$ cat src/rtl/seg_pkg.sv
// Shared definitions for the 7-segment display paths: FSM encoding,
// dark-output constants and the active-low hex segment table.
package seg_pkg;

  typedef enum logic [1:0] {
    ST_OFF   = 2'd0,
    ST_BLANK = 2'd1,
    ST_ON    = 2'd2
  } state_t;

  localparam logic [6:0] SEG_OFF = 7'h7F;
  localparam logic [3:0] AN_OFF  = 4'hF;

  // Active-low {g,f,e,d,c,b,a} patterns for hex 0..F.
  localparam logic [6:0] HEX_SEG [16] = '{
    7'h40, 7'h79, 7'h24, 7'h30, 7'h19, 7'h12, 7'h02, 7'h78,
    7'h00, 7'h10, 7'h08, 7'h03, 7'h46, 7'h21, 7'h06, 7'h0E
  };

endpackage

$ cat src/rtl/hex_to_seg7.sv
// Combinational hex nibble to active-low 7-segment cathode pattern.
module hex_to_seg7
  import seg_pkg::*;
(
  input  logic [3:0] hex,
  output logic [6:0] seg
);

  assign seg = HEX_SEG[hex];

endmodule

$ cat src/rtl/seg_scan_driver.sv
// Four-digit common-anode display scanner. The slow scan clock is sampled
// as data, turned into a one-cycle tick, and each tick advances the digit
// after a dead-time blanking interval. Digit data is latched once per frame.
module seg_scan_driver
  import seg_pkg::*;
#(
  parameter int BLANK_CYCLES = 64,
  parameter int SYNC_STAGES  = 2
) (
  input  logic        clk,
  input  logic        rst_n,
  input  logic        clk_slow,
  input  logic        en,
  input  logic [15:0] digits,
  input  logic [3:0]  dp_in,
  input  logic [3:0]  blank_in,
  output logic [3:0]  an,
  output logic [6:0]  seg,
  output logic        dp,
  output logic        frame_done
);

  localparam logic [7:0] CNT_LOAD = 8'(BLANK_CYCLES - 1);

  logic [SYNC_STAGES-1:0] sync_q;
  logic                   edge_q;
  logic                   tick;

  state_t      state_q, state_d;
  logic [1:0]  idx_q, idx_d;
  logic [7:0]  cnt_q, cnt_d;
  logic [15:0] sh_digit_q, sh_digit_d;
  logic [3:0]  sh_dp_q, sh_dp_d;
  logic [3:0]  sh_blank_q, sh_blank_d;
  logic        capture;
  logic        fd_d;
  logic [3:0]  an_d;
  logic [6:0]  seg_d, dec_seg;
  logic        dp_d;

  // Synchronise clk_slow and register a one-cycle pulse on each rising edge.
  // NOTE: state is written with non-blocking assignments so every flop samples
  // the pre-edge values of its neighbours, exactly like the hardware.
  always_ff @(posedge clk or negedge rst_n) begin
    if (!rst_n) begin
      sync_q <= '0;
      edge_q <= 1'b0;
      tick   <= 1'b0;
    end else begin
      sync_q <= {sync_q[SYNC_STAGES-2:0], clk_slow};
      edge_q <= sync_q[SYNC_STAGES-1];
      tick   <= sync_q[SYNC_STAGES-1] & ~edge_q;
    end
  end

  // Next state: enable wins, then tick (advance + restart blank), then blank countdown.
  // NOTE: every variable gets its default first so no path can infer a latch.
  always_comb begin
    state_d = state_q;
    idx_d   = idx_q;
    cnt_d   = cnt_q;
    capture = 1'b0;
    fd_d    = 1'b0;
    if (!en) begin
      state_d = ST_OFF;
      idx_d   = 2'd0;
      cnt_d   = 8'd0;
    end else if (tick) begin
      state_d = ST_BLANK;
      cnt_d   = CNT_LOAD;
      if (state_q == ST_OFF) begin
        idx_d   = 2'd0;
        capture = 1'b1;
      end else begin
        idx_d = idx_q + 2'd1;
        if (idx_q == 2'd3) begin
          capture = 1'b1;
          fd_d    = 1'b1;
        end
      end
    end else if (state_q == ST_BLANK) begin
      if (cnt_q == 8'd0) state_d = ST_ON;
      else               cnt_d   = cnt_q - 8'd1;
    end
  end

  assign sh_digit_d = capture ? digits   : sh_digit_q;
  assign sh_dp_d    = capture ? dp_in    : sh_dp_q;
  assign sh_blank_d = capture ? blank_in : sh_blank_q;

  hex_to_seg7 u_hex_to_seg7 (
    .hex (sh_digit_d[{idx_d, 2'b00} +: 4]),
    .seg (dec_seg)
  );

  // Output values for the coming cycle, derived from the next state so the
  // registered pins line up with the FSM without an extra cycle of lag.
  always_comb begin
    an_d  = AN_OFF;
    seg_d = SEG_OFF;
    dp_d  = 1'b1;
    if (state_d == ST_ON) begin
      an_d  = sh_blank_d[idx_d] ? AN_OFF : ~(4'b0001 << idx_d);
      seg_d = dec_seg;
      dp_d  = ~sh_dp_d[idx_d];
    end
  end

  // FSM, counter, frame shadow and output registers; reset forces the display dark.
  // NOTE: the shadow registers are only a handful of flops, so they are reset
  // with everything else; a real memory array would be left unreset.
  always_ff @(posedge clk or negedge rst_n) begin
    if (!rst_n) begin
      state_q    <= ST_OFF;
      idx_q      <= 2'd0;
      cnt_q      <= 8'd0;
      sh_digit_q <= 16'd0;
      sh_dp_q    <= 4'd0;
      sh_blank_q <= 4'd0;
      an         <= AN_OFF;
      seg        <= SEG_OFF;
      dp         <= 1'b1;
      frame_done <= 1'b0;
    end else begin
      state_q    <= state_d;
      idx_q      <= idx_d;
      cnt_q      <= cnt_d;
      sh_digit_q <= sh_digit_d;
      sh_dp_q    <= sh_dp_d;
      sh_blank_q <= sh_blank_d;
      an         <= an_d;
      seg        <= seg_d;
      dp         <= dp_d;
      frame_done <= fd_d;
    end
  end

endmodule

$ cat config.mk
export PLATFORM = sky130hd
export DESIGN_NAME = seg_scan_driver
export DESIGN_NICKNAME = d
export VERILOG_FILES = /design/src/rtl/seg_pkg.sv /design/src/rtl/hex_to_seg7.sv /design/src/rtl/seg_scan_driver.sv
export SDC_FILE = /design/constraint.sdc
export NUM_CORES = 1
export LEC_CHECK = 0
export CAP_MARGIN = 0
export CORE_MARGIN = 4
export CORE_UTILIZATION = 50
export DETAILED_ROUTE_END_ITERATION = 12
export HOLD_SLACK_MARGIN = 0.08
export PLACE_DENSITY = 0.78
export SYNTH_ARGS = -nofsm -noshare
export SYNTH_HDL_FRONTEND = slang
export SYNTH_SLANG_ARGS = --single-unit
$ cat constraint.sdc
create_clock -name clk -period 3.86 [get_ports clk]
set_input_delay 0.965 -clock clk [delete_from_list [all_inputs] [get_ports clk]]
set_output_delay 0.965 -clock clk [all_outputs]
set_load 0.02 [all_outputs]
Yosys cells after proc, flatten, opt, wreduce, memory -nomap -nowiden:

Memories as Yosys holds them, arrays and structs flattened.
Index checks and enable logic that the tools add are counted.

* add/subtract/negate cells: 2
* $lt $le $gt $ge: 2
* equality and inequality tests: 5
* shift-type cells: 2
* multiplexer cells: 31
* bitwise logic cells: 5
* reduce and logical (&&, ||, !) cells: 3

Operators with widths (count)
* $mux W8: 4
* $mux W7: 3
* $mux W16: 1
* $mux W4: 4
* $shiftx A16 B5 Y4: 1
* $mux W2: 7
* $mux W1: 10
* $logic_not A8 Y1: 1
* $sub A8 B1 Y8 const B: 1
* $ge A5 B5 Y1 const B: 1
* $not A4 Y5: 1
* $bmux W1 S2: 2
* $eq A2 B2 Y1 const B: 2
* $not A4 Y4: 1
* $shl A1 B2 Y4 const A: 1
* $lt A2 B3 Y1 const B: 1
* $ne A3 B1 Y1 const B: 1
* $ne A3 B3 Y1 const B: 1
* $add A2 B1 Y2 const B: 1
* $eq A2 B1 Y1 const B: 1
* $logic_not A2 Y1: 1
* $not A1 Y1: 2
* $reduce_and A2 Y1: 1
* $and A1 B1 Y1: 1

* register bits: 53
* ROM bits: 112
* output and inout bits: 13
* logic and storage cells: 64
* memories kept: 1

Memories
* (no name shown): words 16, bits a word 7, read ports 1, clocked after memory_dff 0, write ports 0, RTL line hex_to_seg7.sv:9 `assign seg = HEX_SEG[hex];`

Logic depth before layout (Yosys ltp):

Gate-level depths: netlist of run 1.

* word-level depth: 12
* gate-level depth with buffers: 14
* mapped depth without buffers: 13

Hierarchy:

Synthesis of run 1 repeated with hierarchy kept, for this count alone.

* cells, all modules: 226
* area total of the unflattened synthesis: 2616.3 µm²

Modules (own cells, without submodules)
* seg_scan_driver: instances 1, cells an instance 191, area an instance 2366.0 µm², seq. area each 1341.3 µm²
* hex_to_seg7: instances 1, cells an instance 35, area an instance 250.2 µm², seq. area each 0.0 µm²

Worst setup path before layout of run 1:

No wires, ideal clock.

* path type: input to register
* start point: input en
* end point: register seg[6]
* arrival time: 3.007 ns
* required time: 3.750 ns
* slack: 0.743 ns
* stages: 14
* buffers on the path: 3
* path through: buf_4 and2_4 buf_6 nand2_4 buf_6 mux2_4 a32oi_1 nor3b_2 inv_1 ha_1 inv_1 nor2_1 a21oi_1 o221ai_1

* longest elaborated chain between the ends: 8
* elaborated cells between the ends (all ways): 11
* those cells by class: 1 x eq/ne; 1 x shift; 7 x mux; 1 x bitwise; 1 x memory

Ends and longest elaborated chain
* start, declared: RTL line seg_scan_driver.sv:13 `input logic en,`
* $mux W1: RTL line seg_scan_driver.sv:64 `if (!en) begin`
* $mux W16: RTL line seg_scan_driver.sv:87 `assign sh_digit_d = capture ? digits : sh_digit_q;`
* named net sh_digit_d[1]: RTL line seg_scan_driver.sv:32 `logic [15:0] sh_digit_q, sh_digit_d;`
* $shiftx A16 B5 Y4: RTL line seg_scan_driver.sv:92 `.hex (sh_digit_d[{idx_d, 2'b00} +: 4]),`
* $not A4 Y5 (not written as such): RTL line hex_to_seg7.sv:9
* $mem_v2 Z16 W7
* $mux W7 (not written as such) (2 in a row): RTL line hex_to_seg7.sv:9
* $mux W7: RTL line seg_scan_driver.sv:102 `if (state_d == ST_ON) begin`
* named net seg_d[6]: RTL line seg_scan_driver.sv:38 `logic [6:0] seg_d, dec_seg;`
* end signal, assigned: RTL line seg_scan_driver.sv:132 `seg <= seg_d;`
* end, declared: RTL line seg_scan_driver.sv:18 `output logic [6:0] seg,`

The timed path passes the listed nets, and every way through them passes these cells. The select of a mux whose other input is x is not followed.
A chain may end at the register's enable or synchronous reset.

Worst setup path in the final report of run 1:

Ends and elaborated chain as after synthesis.

==> flow_summary.ini, run 1 <==
[status]
outcome = finished clean

[worst_setup_path]
rr_worst_depth = 12
criticalPathCategory = input pin to register
worstPathArrival_ns = 3.59
cp_slowest_stage_delay_ns = 0.52
critPathLaunchType = input pin
crit_top_cell = inv_1
cp-end-kind = register
cp_cell_sequence = clkdlybuf4s50_1 > and2_4 > nand2_4 > mux2_2 > a32oi_1 > nor3b_2 > inv_1 > ha_1 > inv_1 > nor2_1 > a21oi_1 > o221ai_1
slowest_stage = clkdlybuf4s50_1
critPathLaunch = en
crit_fanout = 10
cp.required_ns = 4.09
rr_startpoint = idx_q[0]$_DFF_PN0_

[detailed_routing]
viasPerCell = 5.37
wire_per_inst_um = 14.3
drt_first_pass_iters = 4
drc = 0
ant_nets = 0
drtIter0Drc = 123
vias = 1999
wl_um = 5340

[power]
p_per_area_nw_per_um2 = 397
p_comb_share_pct = 25.6
seq_power_share_pct = 50.0
p_sw_share_pct = 29.9
p_leak_nw = 1.44
total_power_mw = 1.32
intPower_uw = 929
clockPowerShare_pct = 24.4
p_sw_uw = 395
ir_drop_mv = 0.294

[clock_tree]
cts_buffers = 5
clk_latency_ns = 0.31
clock_sinks = 53
h-tree-depth = 2
hold_buffers = 0
clockRootBuffer = clkbuf_8
clk_pin_slew_ns = 0.10
cts_tree = done
post-cts-setup-buffer-count = 0
ctsResizeCount = 0
cts.path.max_buffers = 2

[sta]
rsz0062_at_grt = false
final_max_slew_viol_count = 0
skew_ns = 0.00743
worst_slew_pin_slew_ns = 0.996
period_minus_slack_ns = 3.36
fin_tns_setup_ns = 0
period_share_pct = 87.1
finalSetupViolations = 0
fmax_ghz = 0.297
finalHoldViolCount = 0
maxSlewHeadroom_pct = 33.6

[floorplan]
die-width_um = 82.6
start_util_pct = 53.1
ios = 41
die_area_um2 = 6820
rows = 26
core_area_um2 = 5240
dieHeight_um = 82.6

[yosys]
synth_ff_type = dfrtp_1
synth.distinct_cells = 59
syn_area_per_cell_um2 = 10.8
synth_area_leaders = dfrtp_1 37%, dfstp_2 11%, mux2_2 6.9%
yosysSeqAreaShare_pct = 48.2
yosys.area.top_type_share_pct = 36.9
syn_inst = 257
synth_largest_area_cell = dfrtp_1
synth_seq_cells = 53
synth_edf_count = 0
async_reset_ff_share_pct = 100
syn-num-nets = 293
yosysWarnings = 0
syn-cell-area_um2 = 2780

[final_layout]
nets = 337
layout_commonest_cell = dfrtp_1
mostFrequentLayoutCells = 41 x dfrtp_1, 39 x clkdlybuf4s50_1, 26 x nand2_1, 17 x mux2_2, 15 x nor2_1
fin_area_um2 = 3340
fin_util_pct = 63.7
syn2layout_area_growth_pct = 20.1
diodes = 0
drive_above_1_share_pct = 20.5
instances_no_fill = 372

[global_routing]
grt_pass1_vias = 2011
antenna_found_initial = 0
grt_max_degree = 48
gr-total-overflow = 0
grt_pass1_wl_um = 9160
grt.total_usage_pct = 17.6

[run]
max_cap_violations = 0

[placement]
port_buffers = 40
place_area_um2 = 3240
hpwl_um = 3980
gp_congestion = 0.879
dp_cells = 364

[min_path]
min_path_cells = 0
hold_path.class = register to register
hp-start = sync_q[0]$_DFF_PN0_
-- routing by layer --
layer | track usage, % | vias up | part of all wire [%]
li1 | - | 989 | -
met1 | 23.5 | 963 | 47
met2 | 29.2 | 43 | 48
met3 | 3.15 | 4 | 4.2
met4 | 5.07 | 0 | 0.90
met5 | 0 | - | 0
-- worst paths after layout --
path                                         to  slack, ns
setup / recovery               seg[6]$_DFF_PN1_       0.50
hold / removal              sync_q[1]$_DFF_PN0_       0.36
setup reg to reg               seg[6]$_DFF_PN1_       0.91
hold reg to reg             sync_q[1]$_DFF_PN0_       0.36
max in group asynchronous      seg[1]$_DFF_PN1_       2.28
min in group asynchronous  cnt_q[3]$_DFFE_PN0P_       0.82
-- kinds of logic after synthesis --
kind of cell / Yosys count / share of synthesized area [%]
flip-flops: 53 / 48.2
buffers and inverters: 23 / 4.32
adder cells (fa/ha/maj): 8 / 3.60
AO/OA/AOI/OAI: 48 / 13.3
AND/OR/NAND/NOR: 92 / 17.6
XOR/XNOR: 6 / 1.89
multiplexers: 27 / 11.0
-- power by group through the flow --
| stage | Sequential, mW | Combinational, mW | Clock, mW |
|---|---|---|---|
| 6_report | 0.662 | 0.339 | 0.323 |
| 2_1_floorplan | 0.662 | 0.247 | 0 |
| 3_3_place_gp | 0.669 | 0.327 | 0 |
| 5_1_grt | 0.671 | 0.382 | 0.360 |
| 4_1_cts | 0.662 | 0.340 | 0.335 |
| 3_5_place_dp | 0.672 | 0.338 | 0 |
-- cells in the mapped netlist, types with 2 or more instances --
master    number
dfrtp_1       41
nand2_1       26
mux2_2        17
nor2_1        15
a21oi_1       13
dfstp_2       12
inv_1         12
nand3_1       10
ha_1           8
mux2i_1        7
nor3_1         7
buf_2          6
nand2b_1       6
o21ai_0        5
o21a_1         4
xnor2_1        4
buf_6          3
mux2_4         3
nor2b_1        3
nor3b_1        3
o21ai_1        3
o221ai_1       3
or2_1          3
a221o_1        2
and3_1         2
nor2_2         2
nor4_1         2
o21ba_2        2
o31a_1         2
xor2_1         2
-- metrics by stage --
stage               setup slack (ns)  hold WS (ns)
floorplan                      0.743         0.331
finish                         0.498         0.362
global placement               0.254         0.332
CTS                            0.505         0.360
detailed placement             0.162         0.336
global route                   0.314         0.362
-- sequential cells by signal, indices dropped and copies added (netlist names) --
name and cells:
seg 7, frame_done 1, an 4, cnt_q 8
state_q 2, edge_q 1, sync_q 2, tick 1
sh_dp_q 4, sh_blank_q 4, sh_digit_q 16, idx_q 2
dp 1
-- critical path: cells and delay by family --
| family | cells | cell delay (ns) |
|---|---|---|
| adders and majority gates | 1 | 0.24 |
| and+or+nand+nor | 4 | 0.85 |
| buffers and inverters | 3 | 0.73 |
| muxes | 1 | 0.37 |
| AOI/OAI and AO/OA | 3 | 0.44 |
-- cell type report --
cell class,count,area [um^2]
fillers,450,1900
flip-flops and latches,53,1340
multi-input cells,181,1320
repair buffers,47,448
well taps,70,87.6
clock buffers,5,68.8
inverters,13,48.8
clock inverters,3,25.0
No activity file was read; power rests on OpenSTA's default activity.
==> run 2: changes to the inputs <==
Settings changed: ABC_AREA from default to 1.
==> flow_summary.ini, run 2 <==
[global_routing]
antenna_found_initial = 0
grt_pass1_vias = 2284
grt_pass1_wl_um = 10600
grt_util_met2_pct = 29.3
grt.total_usage_pct = 18.6
grtUsageMet3_pct = 3.55
top_usage_layer = met2
gr-total-overflow = 0
grtUsageMet1_pct = 25.6
grt_max_degree = 50

[yosys]
syn-num-nets = 385
syn-cell-area_um2 = 2860
syn_inst = 349
synth_ff_type = dfrtp_1
syn_area_per_cell_um2 = 8.18
yosysMostFrequentCell = nand2_1
async_reset_ff_share_pct = 100
netlist_top_cells_count = 109 x nand2_1, 42 x inv_1, 41 x dfrtp_1
synth.distinct_cells = 30
synth_largest_area_cell = dfrtp_1
synth_area_leaders = dfrtp_1 36%, nand2_1 14%, dfstp_2 11%
yosysSeqAreaShare_pct = 47.0
synth_seq_cells = 53
yosysWarnings = 0
yosys.area.top_type_share_pct = 35.9
synth_edf_count = 0

[worst_setup_path]
crit_fanout = 24
cp-endpoint = seg[3]$_DFF_PN1_
cp_cell_sequence = clkdlybuf4s50_1 > nand2_2 > inv_4 > nand2_4 > nand2_1 > nand2_1 > nand2_1 > nand2_1 > nor2_2 > inv_2 > ha_1 > inv_1 > nand3_1 > nand3_1 > nand3_1
cp-end-kind = register
crit_top_cell = nand2_1
critPathLaunch = en
worstPathArrival_ns = 3.25
rr_worst_depth = 15
critPathLaunchType = input pin
cp.required_ns = 4.09
rr_startpoint = idx_q[0]$_DFF_PN0_
slowest_stage = clkdlybuf4s50_1
criticalPathCategory = input pin to register
r2r_end = seg[3]$_DFF_PN1_
cp_slowest_stage_delay_ns = 0.56
r2r_setup_slack_ns = 1.50

[sta]
fmax_ghz = 0.331
skew_ns = 0.0108
finalHoldViolCount = 0
maxSlewHeadroom_pct = 28.9
fin_tns_setup_ns = 0
worst_slew_pin_slew_ns = 1.07
period_minus_slack_ns = 3.02
rsz0062_at_grt = false
period_share_pct = 78.2
finalSetupViolations = 0
final_max_slew_viol_count = 0

[clock_tree]
cts.path.max_buffers = 2
cts_tree = done
ctsResizeCount = 0
clock_sinks = 53
clk_latency_ns = 0.31
hold_buffers = 0
clk_pin_slew_ns = 0.10
post-cts-setup-buffer-count = 0
cts_buffers = 5
h-tree-depth = 2
clockRootBuffer = clkbuf_8

[power]
p_per_area_nw_per_um2 = 427
p_leak_nw = 1.72
p_sw_uw = 496
intPower_uw = 958
ir_drop_mv = 0.230
p_comb_share_pct = 31.0
clockPowerShare_pct = 22.8
p_sw_share_pct = 34.1
seq_power_share_pct = 46.2

[final_layout]
largest_reg_flops = 16
diodes = 0
nets = 429
mostFrequentLayoutCells = 109 x nand2_1, 42 x inv_1, 41 x dfrtp_1, 39 x clkdlybuf4s50_1, 32 x nand3_1
drive_above_1_share_pct = 17.8
top_regs = sh_digit_q: 16 flops, cnt_q: 8 flops, seg: 7 flops
fin_area_um2 = 3410
top_register = sh_digit_q
instances_no_fill = 466
syn2layout_area_growth_pct = 19.2
layout_commonest_cell = nand2_1

[run]
max_cap_violations = 0

[floorplan]
ios = 41
die-width_um = 83.6
start_util_pct = 51.6
core_area_um2 = 5540
rows = 27
dieHeight_um = 83.6
die_area_um2 = 6990

[status]
outcome = finished clean

[detailed_routing]
drtIter0Drc = 129
viasPerCell = 4.88
ant_nets = 0
wl_um = 5890
wire_per_inst_um = 12.6
drc = 0
drt_first_pass_iters = 5
vias = 2276

[placement]
hpwl_um = 4370
gp_congestion = 0.858
place_area_um2 = 3310
port_buffers = 40
dp_cells = 458

[min_path]
hold_path.class = register to register
[run 2: cell types whose count changed after synthesis, sizes merged, moves of 14 or more]
| cell | change |
|---|---|
| nand2 | +101 |
| inv | +35 |
| nand3 | +22 |
| mux2 | -20 |
| nor2 | +14 |
[run 2: metal layers]
metal	up-vias	part of all wire, %
li1	1169	-
met1	1038	47
met2	60	46
met3	9	5.0
met4	0	1.9
met5	-	0
[run 2: final cells by class]
class                   instances  area, um^2
multi-input cells             242        1280
flip-flops and latches         53        1340
clock inverters                 2        13.8
inverters                      48         183
clock buffers                   6        82.6
fillers                       531        2130
repair buffers                 43         418
well taps                      72        90.1
[run 2: worst max-delay path: cells and delay by family]
family	cells	cell delay, ns
AND/OR/NAND/NOR	10	1.14
buffers and inverters	4	0.89
adder cells (fa/ha/maj)	1	0.24
[run 2: worst min-delay path by stage]
stage,from,endpoint,cells after the start
5_1_grt,sync_q[0]$_DFF_PN0_,sync_q[1]$_DFF_PN0_,0
3_3_place_gp,sync_q[0]$_DFF_PN0_,sync_q[1]$_DFF_PN0_,0
6_report,sync_q[0]$_DFF_PN0_,sync_q[1]$_DFF_PN0_,0
4_1_cts,sync_q[0]$_DFF_PN0_,sync_q[1]$_DFF_PN0_,0
2_1_floorplan,sync_q[0]$_DFF_PN0_,sync_q[1]$_DFF_PN0_,0
3_5_place_dp,sync_q[0]$_DFF_PN0_,sync_q[1]$_DFF_PN0_,0
[run 2: metrics by stage]
stage | hold slack (ns) | worst slack (ns) | util [%] | power [mW]
5_1_grt | 0.368 | 0.619 | 61.5 | 1.56
2_1_floorplan | 0.331 | 1.39 | - | 1.01
6_report | 0.356 | 0.842 | 61.5 | 1.45
3_5_place_dp | 0.335 | 0.535 | 59.7 | 1.13
3_3_place_gp | 0.332 | 0.628 | 59.7 | 1.11
4_1_cts | 0.358 | 0.859 | 61.5 | 1.46
[run 2: cell families after synthesis]
kind of cell             share of synthesized area (%)
AND/OR/NAND/NOR                                   35.8
buffers and inverters                             8.32
flip-flops                                        47.0
AO/OA/AOI/OAI                                     5.13
adder cells (fa/ha/maj)                           3.50
XOR/XNOR                                         0.307
[run 2: power groups by stage]
stage	clock (mW)	sequential, mW	combinational, mW
after floorplan	0	0.675	0.332
after global placement	0	0.679	0.435
after detailed placement	0	0.682	0.446
after CTS	0.342	0.672	0.449
after global routing	0.364	0.681	0.519
final	0.332	0.671	0.451
==> run 3: changes to the inputs <==
Settings changed: CORE_UTILIZATION 50 to 49, PLACE_DENSITY 0.78 to 0.8.
Clock period 3.86 ns to 2.45 ns, I/O delays scaled along.
==> flow_summary.ini, run 3 (synthesized netlist as in run 2, its figures left out) <==
[placement]
gp_congestion = 0.917
hpwl_um = 4860
port_buffers = 40

[final_layout]
top_register = sh_digit_q
fillers = 485
drive_above_1_share_pct = 23.0
layout_commonest_cell = nand2_1
top_regs = sh_digit_q: 16 flops, cnt_q: 8 flops, seg: 7 flops
largest_reg_flops = 16
diodes = 0
nets = 457
mostFrequentLayoutCells = 109 x nand2_1, 42 x inv_1, 41 x dfrtp_1, 38 x clkdlybuf4s50_1, 32 x nand3_1
fin_util_pct = 65.6
syn2layout_area_growth_pct = 28.1

[sta]
finalHoldViolCount = 0
fmax_ghz = 0.447
finalSetupViolations = 0
fin_tns_setup_ns = 0
worst_slew_pin_slew_ns = 0.508
final_max_slew_viol_count = 0
rsz0062_at_grt = false
skew_ns = 0.00796
period_share_pct = 91.3
period_minus_slack_ns = 2.24
maxSlewHeadroom_pct = 66.1

[power]
p_per_area_nw_per_um2 = 668
p_leak_nw = 1.88
ir_drop_mv = 0.462

[clock_tree]
cts.path.max_buffers = 2
hold_buffers = 0
clk_pin_slew_ns = 0.10
clock_sinks = 53
clk_latency_ns = 0.31
ctsResizeCount = 0
post-cts-setup-buffer-count = 0
cts_tree = done
clockRootBuffer = clkbuf_8
cts_buffers = 5
h-tree-depth = 2

[detailed_routing]
wl_um = 6430
drc = 0
drtIter0Drc = 119
drt_first_pass_iters = 5
viasPerCell = 4.98
ant_nets = 0
wire_per_inst_um = 13.0
vias = 2462

[global_routing]
grt_max_degree = 34
grt.total_usage_pct = 19.2
grt_pass1_wl_um = 11200
antenna_found_initial = 0
grt_pass1_vias = 2497
gr-total-overflow = 0

[worst_setup_path]
crit_fanout = 16
worstPathArrival_ns = 2.47
rr_worst_depth = 13
critPathLaunchType = register
criticalPathCategory = register to register
cp.required_ns = 2.68
cp-end-kind = register

[run]
max_cap_violations = 0

[floorplan]
dieHeight_um = 84.4
ios = 41
die_area_um2 = 7110
core_area_um2 = 5570
start_util_pct = 51.2
die-width_um = 84.4
rows = 27

[status]
outcome = finished clean

[min_path]
hold_path.class = input pin to async pin
-- run 3: worst paths after layout --
| kind | start | slack (ns) | endpoint |
|---|---|---|---|
| min in group clk | sync_q[0]$_DFF_PN0_ | 0.36 | sync_q[1]$_DFF_PN0_ |
| max | idx_q[0]$_DFF_PN0_ | 0.21 | seg[4]$_DFF_PN1_ |
| max reg2reg | idx_q[0]$_DFF_PN0_ | 0.21 | seg[4]$_DFF_PN1_ |
| max in group asynchronous | rst_n | 1.57 | seg[5]$_DFF_PN1_ |
| min | rst_n | 0.26 | sh_dp_q[2]$_DFF_PN0_ |
| min reg2reg | sync_q[0]$_DFF_PN0_ | 0.36 | sync_q[1]$_DFF_PN0_ |
-- run 3: layout make-up --
| type | count | area, um^2 | share of cell area, % |
|---|---|---|---|
| Multi-Input combinational cell | 242 | 1280 | 34.9 |
| Sequential cell | 53 | 1340 | 36.7 |
| Clock inverter | 2 | 38.8 | 1.06 |
| Timing Repair Buffer | 71 | 656 | 17.9 |
| Inverter | 48 | 183 | 4.99 |
| Tap cell | 72 | 90.1 | 2.46 |
| Clock buffer | 6 | 72.6 | 1.98 |
-- run 3: power by group --
part / switching, mW / internal (mW) / leakage (nW)
sequential: 0.0531 / 1.00 / 0.631
combinational: 0.455 / 0.337 / 1.19
clock: 0.288 / 0.307 / 0.0554
total: 0.797 / 1.65 / 1.88
-- run 3: critical path: stages (launching register included) --
cell and delay (ns):
dfrtp_1 0.43, ha_1 0.23, inv_1 0.15, o21ai_4 0.14, nand2_4 0.15, buf_4 0.24, nand2_1 0.09, and2_1 0.16
nand2_1 0.09, nand2_2 0.08, nor2_4 0.16, nand2_1 0.09, nand3_1 0.08, nand3_1 0.07
-- run 3: metal layers --
layer	GRT usage [%]	wire, um	vias up
met1	24.2	2800	1136
met4	8.06	125	0
li1	-	-	1228
met3	4.22	402	16
met2	31.8	3100	82
met5	0	0	-
-- run 3: metrics by stage --
step / setup slack [ns] / hold WS (ns) / instances / power [mW] / cell area, um^2
CTS: 0.0232 / 0.262 / 494 / 2.46 / 3660
global placement: -0.221 / 0.336 / 486 / 1.82 / 3540
finish: 0.213 / 0.259 / 494 / 2.44 / 3660
global route: 0.0141 / 0.283 / 494 / 2.61 / 3660
detailed placement: -0.313 / 0.335 / 486 / 1.86 / 3540
floorplan: 0.336 / 0.317 / 349 / 1.59 / 2860
==> variant 1: new RTL, settings of run 3 <==
Take the reset off `sh_digit_q`, `sh_dp_q` and `sh_blank_q` and load them in a clocked block of their own.
--- a/src/rtl/seg_scan_driver.sv
+++ b/src/rtl/seg_scan_driver.sv
@@ -116,5 +116,2 @@
       cnt_q      <= 8'd0;
-      sh_digit_q <= 16'd0;
-      sh_dp_q    <= 4'd0;
-      sh_blank_q <= 4'd0;
       an         <= AN_OFF;
@@ -127,5 +124,2 @@
       cnt_q      <= cnt_d;
-      sh_digit_q <= sh_digit_d;
-      sh_dp_q    <= sh_dp_d;
-      sh_blank_q <= sh_blank_d;
       an         <= an_d;
@@ -137,2 +131,8 @@
 
+  always_ff @(posedge clk) begin
+    sh_digit_q <= sh_digit_d;
+    sh_dp_q    <= sh_dp_d;
+    sh_blank_q <= sh_blank_d;
+  end
+
 endmodule
Formal check against the unedited RTL: no difference found for any inputs over 10 cycles, from zero or initial values and one cycle with rst_n low; that may be too few to reach the edited logic, so the function may still have changed.
==> variant 1 against run 3 <==
Non-clock buffer count decreased by 3. Area after synthesis fell by 4.2%. Count of clock-buffer cells in the layout unchanged. Power down 2.7%. Die area shrank 3.8%. Worst setup slack gained 0.035 ns. Routed wire length down 3.8%. Sequential cell count stayed put. Register-to-register slack improved by 0.05 ns. Final area is 4.1% lower. Hold slack better by 0.096 ns.
==> variant 1: results (changes against run 3) <==
status:
  status: "finished clean"  # unchanged
power_and_ir_drop:
  ir_drop_v: 0.000403  # was 0.000462 V
  clkPwrFrac_pct: 24.0  # was 24.4%
  p_comb_uw: 752  # was 792 uW
  combPwrFrac_pct: 31.6  # was 32.4%
global_routing:
  grtUsageTotal_pct: 20.4  # was 19.2%
detailed_routing:
  wl_per_cell_um: 12.6  # was 13.0 um
  drtPass1Iterations: 4  # was 5
  met2WireLength_um: 3060  # was 3100 um
  met1Wirelength_um: 2740  # was 2800 um
  initialDrtViolationCount: 163  # was 119
  via_per_inst: 4.90  # was 4.98
sta:
  finClkSkew_ns: 0.0121  # was 0.00796 ns
yosys:
  async_reset_ff_share_pct: 54.7  # was 100%
  synthTopCellsByCount: "nand2_1 (109), inv_1 (42), nand3_1 (32), dfxtp_1 (24), nor2_1 (21)"  # was nand2_1 (109), inv_1 (42), dfrtp_1 (41), nand3_1 (32), nor2_1 (21)
  seq_area_frac_synth_pct: 44.6  # was 47.0%
  synth-xor-area-share_pct: 0.320  # was 0.307%
  synth_adder_area_share_pct: 3.66  # was 3.50%
  synth_compound_area_share_pct: 5.35  # was 5.12%
  synth_cell_types: 31  # was 30
setup_path:
  reg2reg_to: "seg[0]"  # was seg[4]
  worstReg2RegStart: "tick"  # was idx_q[0]
  arrival_ns: 2.45  # was 2.47 ns
  cpMaxStageDelayCell: "dlygate4sd2_1"  # was dfrtp_1
  cp_slowest_stage_delay_ns: 0.27  # was 0.43 ns
  crit_fanout: 7  # was 16
layout:
  drive_above_1_share_pct: 22.9  # was 23.0%
  finalNetCount: 454  # was 457
  nFillCells: 467  # was 485
clocking:
  post_cts_buffers: 1  # was 0
min_path:
  worst_hold_path_type: "flop to flop"  # was input port to asynchronous set/reset pin
place:
  dp_cells: 480  # was 486
variant 1: layout make-up:
| cell class | count | share of cell area, % |
|---|---|---|
| tap | 70 | 2.50 |
| multi-input combinational | 242 | 36.6 |
| sequential | 53 | 34.8 |
| timing repair buffer | 68 | 17.7 |
| clock buffer | 6 | 2.68 |
| clock inverter | 2 | 0.428 |
| inverter | 48 | 5.21 |
variant 1: worst max-delay path by stage:
stage | startpoint | end | slack, ns | cells after the start
floorplan | en | seg[0] | 0.34 | 17
global placement | en | seg[3] | -0.24 | 15
detailed placement | en | seg[0] | -0.35 | 15
CTS | idx_q[0] | seg[1] | 0.24 | 15
global route | idx_q[0] | seg[0] | 0.05 | 15
finish | en | seg[0] | 0.25 | 15
variant 1: metal layers:
layer	up-vias	GRT usage, %
met5	-	0
met4	0	6.86
met3	9	3.58
met2	67	35.3
met1	1096	25.7
li1	1222	-
==> variant 2: new RTL, flow settings as in run 3 <==
Without the edit above. The parameter `SYNC_STAGES` goes from 2 to 4.
--- a/src/rtl/seg_scan_driver.sv
+++ b/src/rtl/seg_scan_driver.sv
@@ -7,3 +7,3 @@
   parameter int BLANK_CYCLES = 64,
-  parameter int SYNC_STAGES  = 2
+  parameter int SYNC_STAGES  = 4
 ) (
Behaviour: no difference found for any inputs over 10 cycles, from zero or initial values and one cycle with rst_n low; that may be too few to reach the edited logic, so the function may still have changed.
==> variant 2 against run 3 <==
Critical path depth is 4 higher. Largest power group unchanged. Area after synthesis increased by 4.7%. Non-clock buffer count is 3 lower. Sequential cell count grew 2. Worst setup slack lost 0.0046 ns. Register-to-register slack improved by 0.06 ns. Global-route usage shrank 0.79 points. Routed wire length fell by 4.8%. Power up 0.65%. Final area is 2.4% higher.
==> variant 2: results (changes against run 3) <==
setup_path:
  worstReg2RegStart: "tick"  # was idx_q[0]
  cpMaxStageDelayCell: "dlygate4sd2_1"  # was dfrtp_1
  crit_fanout: 6  # was 16
status:
  status: "finished clean"  # unchanged
power_and_ir_drop:
  swShare_pct: 32.5  # was 32.6%
  ir_drop_v: 0.000343  # was 0.000462 V
  p_leak_nw: 1.84  # was 1.88 nW
layout:
  drive_above_1_share_pct: 27.2  # was 23.0%
detailed_routing:
  wl_um: 6120  # was 6430 um
  initialDrtViolationCount: 121  # was 119
  vias: 2395  # was 2462
global_routing:
  grt_use_met2_pct: 30.6  # was 31.8%
  grt_max_degree: 30  # was 34
  grtUsageMet1_pct: 24.4  # was 24.2%
  grt_pass1_vias: 2450  # was 2497
  met3_usage_pct: 3.55  # was 4.22%
  grt_pass1_wl_um: 11000  # was 11200 um
yosys:
  synth_adder_area_share_pct: 3.35  # was 3.50%
  synth-xor-area-share_pct: 0  # was 0.307%
  seq_area_frac_synth_pct: 46.5  # was 47.0%
  synthTopCellsByCount: "nand2_1 (100), dfrtp_1 (43), nand2_2 (37), inv_1 (35), nand3_1 (34)"  # was nand2_1 (109), inv_1 (42), dfrtp_1 (41), nand3_1 (32), nor2_1 (21)
  synth_cell_types: 34  # was 30
  synth_compound_area_share_pct: 5.10  # was 5.12%
  synthCells: 345  # was 349
sta:
  tightest_slew_ns: 0.617  # was 0.508 ns
  finClkSkew_ns: 0.00644  # was 0.00796 ns
place:
  dp_cells: 482  # was 486
  placed_area_mm2: 0.00364  # was 0.00354 mm^2
  routabilityCongestion: 0.855  # was 0.917
  place_worst_setup_slack_ns: -0.365  # was -0.313 ns
clocking:
  cts_resized: 1  # was 0
-- variant 2: cell count changes after synthesis, moves of 3 or more --
cell | before | now
inv_1 | 42 | 35
nand2_1 | 109 | 100
nand2_2 | 11 | 37
nand3_2 | 0 | 3
nand3b_1 | 5 | 1
nor2_1 | 21 | 14
nor2_2 | 6 | 1
o21ai_0 | 6 | 2
o21ai_1 | 0 | 4
or2_2 | 5 | 0
-- variant 2: layer usage --
layer | up-vias | wire (um)
met1 | 1098 | 2810
met4 | 0 | 91
li1 | 1219 | -
met5 | - | 0
met3 | 10 | 295
met2 | 68 | 2920
-- variant 2: power by group through the flow --
stage / Clock (mW) / Sequential [mW] / Combinational, mW
final: 0.590 / 1.09 / 0.780
after global routing: 0.646 / 1.10 / 0.886
after CTS: 0.608 / 1.09 / 0.779
after detailed placement: 0 / 1.11 / 0.771
after global placement: 0 / 1.10 / 0.744
after floorplan: 0 / 1.10 / 0.546
-- variant 2: logic make-up (layout without fill, tap and decap cells) --
group | count (synthesis) | count (layout)
AOI/OAI and AO/OA | 22 | 22
adders and majority gates | 8 | 8
buffers and inverters | 47 | 117
DFF | 55 | 55
and+or+nand+nor | 213 | 213
-- variant 2: cell type report --
| type | count | area [um^2] |
|---|---|---|
| clock buffers | 7 | 76.3 |
| clock inverters | 1 | 30.0 |
| fillers | 505 | 2170 |
| inverters | 41 | 168 |
| multi-input cells | 243 | 1370 |
| flip-flops and latches | 55 | 1390 |
| well taps | 75 | 93.8 |
| repair buffers | 68 | 617 |
-- variant 2: path summary, 6_finish.rpt --
path	to	slack (ns)	cells after the start
hold / removal	sh_digit_q[3]	0.32	1
setup reg to reg	seg[3]	0.27	14
max in group asynchronous	dp	1.51	2
setup / recovery	seg[3]	0.21	17
hold reg to reg	sync_q[2]	0.36	0
min in group clk	sync_q[2]	0.36	0
